[config.mk]
export PLATFORM = sky130hd
export DESIGN_NAME = pipelined_cla_adder
export DESIGN_NICKNAME = d
export VERILOG_FILES = /design/src/rtl/adder_pkg.sv /design/src/rtl/cla_chunk.sv /design/src/rtl/pipelined_cla_adder.sv
export SDC_FILE = /design/constraint.sdc
export NUM_CORES = 1
export LEC_CHECK = 0
export CORE_MARGIN = 2
export CORE_UTILIZATION = 54
export CTS_BUF_LIST = sky130_fd_sc_hd__clkbuf_16
export CTS_CLUSTER_DIAMETER = 30
export DETAILED_ROUTE_END_ITERATION = 7
export GPL_TIMING_DRIVEN = 0
export PLACE_DENSITY = 0.79
export SLEW_MARGIN = 10
export SYNTH_ARGS = -nofsm -noshare
export SYNTH_HDL_FRONTEND = slang
export SYNTH_SLANG_ARGS = --single-unit
export TNS_END_PERCENT = 1
[constraint.sdc]
create_clock -name clk -period 10.7 [get_ports clk]
set_clock_uncertainty 0.05 [all_clocks]
set_input_delay 3.21 -clock clk [delete_from_list [all_inputs] [get_ports clk]]
set_output_delay 3.21 -clock clk [all_outputs]
set_load 0.01 [all_outputs]
[src/rtl/adder_pkg.sv]
// Shared types and helpers for the pipelined carry-lookahead add/subtract unit.
package adder_pkg;

  typedef enum logic [1:0] {
    ADD = 2'd0,
    SUB = 2'd1,
    ADC = 2'd2,
    SBB = 2'd3
  } op_e;

  // Carry injected into bit 0: subtraction is A + ~B + 1, and SBB takes the inverted borrow.
  function automatic logic cin_for_op(input op_e op, input logic cin);
    logic c;
    case (op)
      ADD:     c = 1'b0;
      SUB:     c = 1'b1;
      ADC:     c = cin;
      SBB:     c = ~cin;
      default: c = 1'b0;
    endcase
    return c;
  endfunction

  function automatic bit width_ok(input int unsigned w, input int unsigned ns,
                                  input int unsigned seg);
    return (ns != 0) && (seg != 0) && (w != 0) && ((w % (ns * seg)) == 0);
  endfunction

endpackage

[src/rtl/cla_chunk.sv]
// Combinational W-bit carry-lookahead adder built from SEG-bit generate/propagate groups.
module cla_chunk #(
  parameter int unsigned W   = 8,
  parameter int unsigned SEG = 4
) (
  input  logic [W-1:0] a,
  input  logic [W-1:0] b,
  input  logic         cin,
  output logic [W-1:0] sum,
  output logic         cout,
  output logic         cmsb
);

  localparam int unsigned NGRP = W / SEG;

  logic [W-1:0] g;
  logic [W-1:0] p;
  logic [W:0]   c;
  logic         gg;
  logic         gp;

  assign g = a & b;
  assign p = a ^ b;

  // Each carry inside a group is formed directly from the group carry-in via the
  // running prefix generate/propagate; groups then ripple into each other.
  always_comb begin
    c    = '0;
    gg   = 1'b0;
    gp   = 1'b1;
    c[0] = cin;
    for (int unsigned j = 0; j < NGRP; j++) begin
      gg = 1'b0;
      gp = 1'b1;
      for (int unsigned i = 0; i < SEG; i++) begin
        gg = g[j*SEG+i] | (p[j*SEG+i] & gg);
        gp = gp & p[j*SEG+i];
        c[j*SEG+i+1] = gg | (gp & c[j*SEG]);
      end
    end
  end

  assign sum  = p ^ c[W-1:0];
  assign cout = c[W];
  assign cmsb = c[W-1];

endmodule

[src/rtl/pipelined_cla_adder.sv]
// Pipelined ADD/SUB/ADC/SBB unit, one CHUNK-wide lookahead slice per stage, valid/ready flow.
// Optional signed saturation enabled by defining PIPELINED_CLA_ADDER_SAT_EN (adds in_sat).
module pipelined_cla_adder
  import adder_pkg::*;
#(
  parameter int unsigned WIDTH  = 32,
  parameter int unsigned NSTAGE = 4,
  parameter int unsigned SEG    = 4
) (
  input  logic             clk,
  input  logic             rst,
  input  logic             in_valid,
  output logic             in_ready,
  input  logic [WIDTH-1:0] in_a,
  input  logic [WIDTH-1:0] in_b,
  input  logic [1:0]       in_op,
  input  logic             in_cin,
`ifdef PIPELINED_CLA_ADDER_SAT_EN
  input  logic             in_sat,
`endif
  output logic             out_valid,
  input  logic             out_ready,
  output logic [WIDTH-1:0] out_sum,
  output logic             out_carry,
  output logic             out_ovf,
  output logic             out_zero
);

  localparam int unsigned CHUNK = WIDTH / NSTAGE;

  if (!width_ok(WIDTH, NSTAGE, SEG)) begin : g_cfg_err
    $error("pipelined_cla_adder: WIDTH must be a multiple of NSTAGE*SEG");
  end

  function automatic logic [WIDTH-1:0] put_chunk(input logic [WIDTH-1:0] base,
                                                 input logic [CHUNK-1:0] c,
                                                 input int unsigned k);
    logic [WIDTH-1:0] r;
    r = base;
    r[k*CHUNK +: CHUNK] = c;
    return r;
  endfunction

  op_e              op_in;
  logic [WIDTH-1:0] bp;
  logic             c0;
  logic             adv;

  // Per-stage registers: operands skewed forward, partial sum, chunk carry.
  logic             vld [NSTAGE];
  logic [WIDTH-1:0] ar  [NSTAGE];
  logic [WIDTH-1:0] br  [NSTAGE];
  logic [WIDTH-1:0] sr  [NSTAGE];
  logic             cy  [NSTAGE];
  logic             ovf_r;

  // Per-stage combinational slice inputs/outputs.
  logic [CHUNK-1:0] ca  [NSTAGE];
  logic [CHUNK-1:0] cb  [NSTAGE];
  logic             ci  [NSTAGE];
  logic [CHUNK-1:0] cs  [NSTAGE];
  logic             co  [NSTAGE];
  logic             cm  [NSTAGE];
  logic [WIDTH-1:0] nxt [NSTAGE];

  logic [WIDTH-1:0] fin_sum;
  logic             fin_ovf;

  assign op_in    = op_e'(in_op);
  assign bp       = (op_in == SUB || op_in == SBB) ? ~in_b : in_b;
  assign c0       = cin_for_op(op_in, in_cin);
  assign adv      = !vld[NSTAGE-1] || out_ready;
  assign in_ready = adv;

  for (genvar k = 0; k < NSTAGE; k++) begin : g_stage
    if (k == 0) begin : g_head
      assign ca[k]  = in_a[0 +: CHUNK];
      assign cb[k]  = bp[0 +: CHUNK];
      assign ci[k]  = c0;
      assign nxt[k] = put_chunk('0, cs[k], k);
    end else begin : g_body
      assign ca[k]  = ar[k-1][k*CHUNK +: CHUNK];
      assign cb[k]  = br[k-1][k*CHUNK +: CHUNK];
      assign ci[k]  = cy[k-1];
      assign nxt[k] = put_chunk(sr[k-1], cs[k], k);
    end

    cla_chunk #(
      .W   (CHUNK),
      .SEG (SEG)
    ) u_chunk (
      .a    (ca[k]),
      .b    (cb[k]),
      .cin  (ci[k]),
      .sum  (cs[k]),
      .cout (co[k]),
      .cmsb (cm[k])
    );
  end

  assign fin_ovf = co[NSTAGE-1] ^ cm[NSTAGE-1];

`ifdef PIPELINED_CLA_ADDER_SAT_EN
  logic st [NSTAGE];
  logic sat_last;

  if (NSTAGE == 1) begin : g_sat_direct
    assign sat_last = in_sat;
  end else begin : g_sat_piped
    assign sat_last = st[NSTAGE-2];
  end

  // Wrapped MSB set on overflow means the true result was positive.
  always_comb begin
    fin_sum = nxt[NSTAGE-1];
    if (sat_last && fin_ovf) begin
      fin_sum = nxt[NSTAGE-1][WIDTH-1] ? {1'b0, {(WIDTH-1){1'b1}}}
                                       : {1'b1, {(WIDTH-1){1'b0}}};
    end
  end

  always_ff @(posedge clk) begin
    if (!rst && adv) begin
      st[0] <= in_sat;
      for (int unsigned k = 1; k < NSTAGE; k++) st[k] <= st[k-1];
    end
  end
`else
  assign fin_sum = nxt[NSTAGE-1];
`endif

  always_ff @(posedge clk) begin
    if (rst) begin
      for (int unsigned k = 0; k < NSTAGE; k++) vld[k] <= 1'b0;
      sr[NSTAGE-1] <= '0;
      cy[NSTAGE-1] <= 1'b0;
      ovf_r        <= 1'b0;
    end else if (adv) begin
      vld[0] <= in_valid;
      ar[0]  <= in_a;
      br[0]  <= bp;
      for (int unsigned k = 1; k < NSTAGE; k++) begin
        vld[k] <= vld[k-1];
        ar[k]  <= ar[k-1];
        br[k]  <= br[k-1];
      end
      for (int unsigned k = 0; k + 1 < NSTAGE; k++) sr[k] <= nxt[k];
      for (int unsigned k = 0; k < NSTAGE; k++) cy[k] <= co[k];
      sr[NSTAGE-1] <= fin_sum;
      ovf_r        <= fin_ovf;
    end
  end

  assign out_valid = vld[NSTAGE-1];
  assign out_sum   = sr[NSTAGE-1];
  assign out_carry = cy[NSTAGE-1];
  assign out_ovf   = ovf_r;
  assign out_zero  = vld[NSTAGE-1] && (sr[NSTAGE-1] == '0);

endmodule

### Yosys cells after proc, flatten, opt, wreduce, memory -nomap -nowiden

Memory sizes are Yosys's and may differ from the RTL's.
Index checks and enable logic that the tools add are counted.
Widths: inputs -> output; s select.

* flip-flop bits (word level): 1
* RAM bits: 392
* input port bits: 71
* output and inout bits: 37
* memories kept: 5

Memories
* ar: depth 4, bits a word 32, rd ports 3, clocked after memory_dff 0, wr ports 4, RTL line pipelined_cla_adder.sv:51 `logic [WIDTH-1:0] ar [NSTAGE];`
* br: depth 4, bits a word 32, rd ports 3, clocked after memory_dff 0, wr ports 4, RTL line pipelined_cla_adder.sv:52 `logic [WIDTH-1:0] br [NSTAGE];`
* sr: depth 4, bits a word 32, rd ports 4, clocked after memory_dff 0, wr ports 4, RTL line pipelined_cla_adder.sv:53 `logic [WIDTH-1:0] sr [NSTAGE];`
* cy: depth 4, bits a word 1, rd ports 4, clocked after memory_dff 0, wr ports 4, RTL line pipelined_cla_adder.sv:54 `logic cy [NSTAGE];`
* vld: depth 4, bits a word 1, rd ports 4, clocked after memory_dff 0, wr ports 4, RTL line pipelined_cla_adder.sv:50 `logic vld [NSTAGE];`

* equality and inequality tests: 3
* muxes and demuxes: 13
* bitwise operators: 157
* reductions and logical operators: 6

Operators with widths (number)
* $and 1x1->1: 80
* $mux 32: 2
* $xor 8x8->8: 8
* $or 1x1->1: 62
* $and 8x8->8: 4
* $logic_not 32->1: 1
* $not 32->32: 1
* $mux 1: 10
* $eq 2x2->1 const B: 2
* $pmux 1 s4: 1
* $eq 2x1->1 const B: 1
* $logic_not 2->1: 1
* $logic_or 1x1->1: 2
* $logic_and 1x1->1: 1
* $logic_not 1->1: 1
* $not 1->1: 1
* $xor 1x1->1: 1

### Longest topological paths before layout

* depth in word-level cells: 14
* gate-level depth with buffers: 9

### Modules after synthesis

A second synthesis with hierarchy kept.

* cell total of the unflattened synthesis: 471
* area total of the unflattened synthesis: 7767.4 µm²

Modules (own cells, without submodules)
* pipelined_cla_adder: instances 1, cells an instance 282, area an instance 6313.6 µm², seq. area each 5545.3 µm²
* cla_chunk (g_stage[2].u_chunk ...): instances 2, cells an instance 48, area an instance 365.4 µm², seq. area each 0.0 µm²
* cla_chunk (g_stage[1].u_chunk): instances 1, cells an instance 45, area an instance 366.6 µm², seq. area each 0.0 µm²
* cla_chunk (g_stage[0].u_chunk): instances 1, cells an instance 48, area an instance 356.6 µm², seq. area each 0.0 µm²

### Worst setup path after synthesis

OpenSTA, ideal clock, no wires.

* path type: input -> register
* start: input port out_ready
* end: memory sr[3][27], data pin
* setup time: 0.156 ns
* arrival: 8.497 ns
* required time: 10.494 ns
* path slack: 1.997 ns
* cell stages on the path: 5
* cells stage by stage: nand2b_1 nand2b_1 inv_1 clkbuf_1 o311a_1

RTL lines
* start: declaration: RTL line pipelined_cla_adder.sv:22 `input logic out_ready,`
* end: declaration: RTL line pipelined_cla_adder.sv:53

### Final worst setup path

* start: input port out_ready
* end: output port in_ready

* longest elaborated chain between the ends: 1

Ends and longest elaborated chain
* $logic_or 1x1->1: RTL line pipelined_cla_adder.sv:72 `assign adv = !vld[NSTAGE-1] || out_ready;`
* end: declaration: RTL line pipelined_cla_adder.sv:13 `output logic in_ready,`

Every way passes these cells.

==> results.cfg <==
[run_status]
outcome = completed

[sta]
rsz0062_at_grt = no
fin_ws_ps = 3027
tightestPinTransition_ps = 811.5
slew_viol_final = 0
slew_headroom = 0.4590
tns_ps = 0
fin_crit_sh = 0.7171
min_period_ps = 7673
holdWs_ps = 363.0
finalSetupViolCount = 0
finalHoldViolCount = 0
max_freq_mhz = 130.3

[logic_synthesis]
async_flop_share = 0
synth_cells = 411
synth_fp_nets = 522
yosys_register_bits = 185
synth_top_area_frac = 0.7452
yosysTopAreaCell = edfxtp_1
ys_top_cells_by_area = edfxtp_1, ha_1, xor2_1, and2_1, fa_1
syn-cell-area_um2 = 7415
seq_area_frac_synth = 0.7479
syn_avg_cell_area_um2 = 18.04
ys_types = 40
synth-edff-count = 184
synth_ff_type = edfxtp_1
synth_warnings = 0

[detailed_routing]
drc = 0
vias_per_cell = 5.044
routed_wl_mm = 11.25
wl_per_cell_um = 15.50
via_count = 3662
antenna_left = 0
dr.first_iter.drc_count = 229
drt-pass1-iter-count = 4

[grt]
antenna_found_initial = 0
grt_overflow = 0
grt_pass1_wl_mm = 18.00
grt_pass1_vias = 3782
grt_max_degree = 67
grt_usage = 0.1638

[power]
comb_power_share = 0.116
seqPwrFrac = 0.530
peakVddDrop_v = 0.0001202
p_sw_frac = 0.2126
power.internal_mw = 1.355
finalPower_mw = 1.721
power.density_nw_per_um2 = 184.4
clkPwrFrac = 0.354
p_sw_mw = 0.3660
leakagePower_nw = 3.482

[clock_network]
cts-root-buf = clkbuf_16
htree_levels = 4
cts_buffers = 17
post_cts_resized = 0
cts_setup_buffers = 0
clock_latency_ps = 420
cts_tree = yes
cts.sinks = 185
path_clk_slew_ps = 60
cts_buffer_depth = 2
hold_buffers = 0

[setup_path]
end_kind = output pin
arrival_ps = 4410
criticalPathCategory = in -> out
ff2ff_path_depth = 9
cpLargestDelayFamily = buffers and inverters
cp_max_fo = 5
cpMostUsedCell = clkdlybuf4s50_1
worstPathRequired_ps = 7440
worstPathCellList = clkdlybuf4s50_1, nand2b_1, clkdlybuf4s50_1
slowest_delay_ps = 570
r2r-end = sr[3][29]
rr_startpoint = ar[2][24]
critPathBufInv = 2
crit_slowest_cell = clkdlybuf4s50_1
cp-start-kind = input port
r2r_setup_slack_ps = 8050
crit_start = out_ready

[final_layout]
mostFrequentLayoutCell = edfxtp_1
final_cell_mix = edfxtp_1, clkdlybuf4s50_1, xor2_1
nets = 649
seq_area_um2 = 5545
drive_gt1_frac = 0.08182
multiInputGateArea_um2 = 1805
antennaDiodeCount = 0
area_delta_synth_final_pct = 25.90
fill_cells = 896
layout.cells.non_filler = 726

[place]
port_buffers = 106
pre_cts_ws_ps = 3033
gp_congestion = 0.7765
dp_hpwl_mm = 7.901
dp_cells = 695

[floorplanning]
io_pins = 108
row_count = 42
die_h_um = 121.2
initial_utilization = 0.5555
die_area_um2 = 14680
die_w_um = 121.2
coreArea_um2 = 13350

[worst_hold_path]
hold_path_end = br[1][16]
holdCritStartpoint = br[0][16]
worstHoldPathType = reg -> reg
min_path_cells = 0

[job]
max_cap_violations = 0
[layer usage]
metal | global-route usage | vias up | wire [um]
met5 | 0 | - | 0
met4 | 0.05963 | 0 | 123
met3 | 0.04652 | 9 | 527
met2 | 0.2823 | 99 | 5743
met1 | 0.1974 | 1749 | 4856
li1 | - | 1805 | -
[flip-flops by register name (all words and copies together) (netlist names)]
register and cells:
ar 48, sr 80, cy 4, br 48, vld 4, out_ovf 1
[logic make-up after synthesis]
group                      count (synthesis)  share of synthesized area
muxes                                      1                   0.001350
and+or+nand+nor                           72                    0.05400
adders and majority gates                 40                    0.07560
xor gates and xnor gates                  54                    0.06480
buffers and inverters                     15                   0.008606
AOI/OAI and AO/OA                         44                    0.04775
DFF                                      185                     0.7479
[worst max path at each step]
stage,slack (ps),depth (start not counted),end
finish,3030,3,in_ready
global route,2970,3,in_ready
CTS,3030,3,in_ready
detailed placement,3030,3,in_ready
global placement,210,6,sr[3][27]
floorplan,2000,5,sr[3][27]
[synth_stat cells, types with 4 or more instances]
cell,n
a21o_1,9
o21ai_0,5
nand2_1,4
fa_1,8
and2_1,30
ha_1,32
nor2_1,16
xnor2_1,13
inv_1,8
a21oi_1,8
edfxtp_1,184
nor4_1,6
xor2_1,40
[power by group through the flow]
stage | combinational (mW) | sequential (mW) | clock, mW
final | 0.200 | 0.912 | 0.609
after global routing | 0.219 | 0.919 | 0.647
after CTS | 0.202 | 0.913 | 0.619
after detailed placement | 0.199 | 0.927 | 0
after global placement | 0.188 | 0.930 | 0
after floorplan | 0.106 | 0.930 | 0
[worst register-to-register path: stages (launching register included)]
cell and delay [ps]:
edfxtp_1 450, ha_1 320, a21o_2 230, a21oi_1 230, nor2b_1 100, o21ai_0 230, nand2b_1 110, fa_1 390
xnor2_1 230, nor2_1 60
[metrics by stage]
stage | cell area, um2 | util
2_1_floorplan | 7415 | -
3_5_place_dp | 8755 | 0.6559
6_report | 9335 | 0.6994
4_1_cts | 9335 | 0.6994
5_1_grt | 9335 | 0.6994
3_3_place_gp | 8696 | 0.6515
[area by class of cell]
cell class | instances | share of cell area
Sequential cell | 185 | 0.5940
Inverter | 8 | 0.003217
Clock inverter | 14 | 0.01662
Clock buffer | 17 | 0.04557
Timing Repair Buffer | 108 | 0.1196
Buffer | 7 | 0.004021
Tap cell | 176 | 0.02359
Multi-Input combinational cell | 211 | 0.1934
No activity file was read; power rests on OpenSTA's default activity.
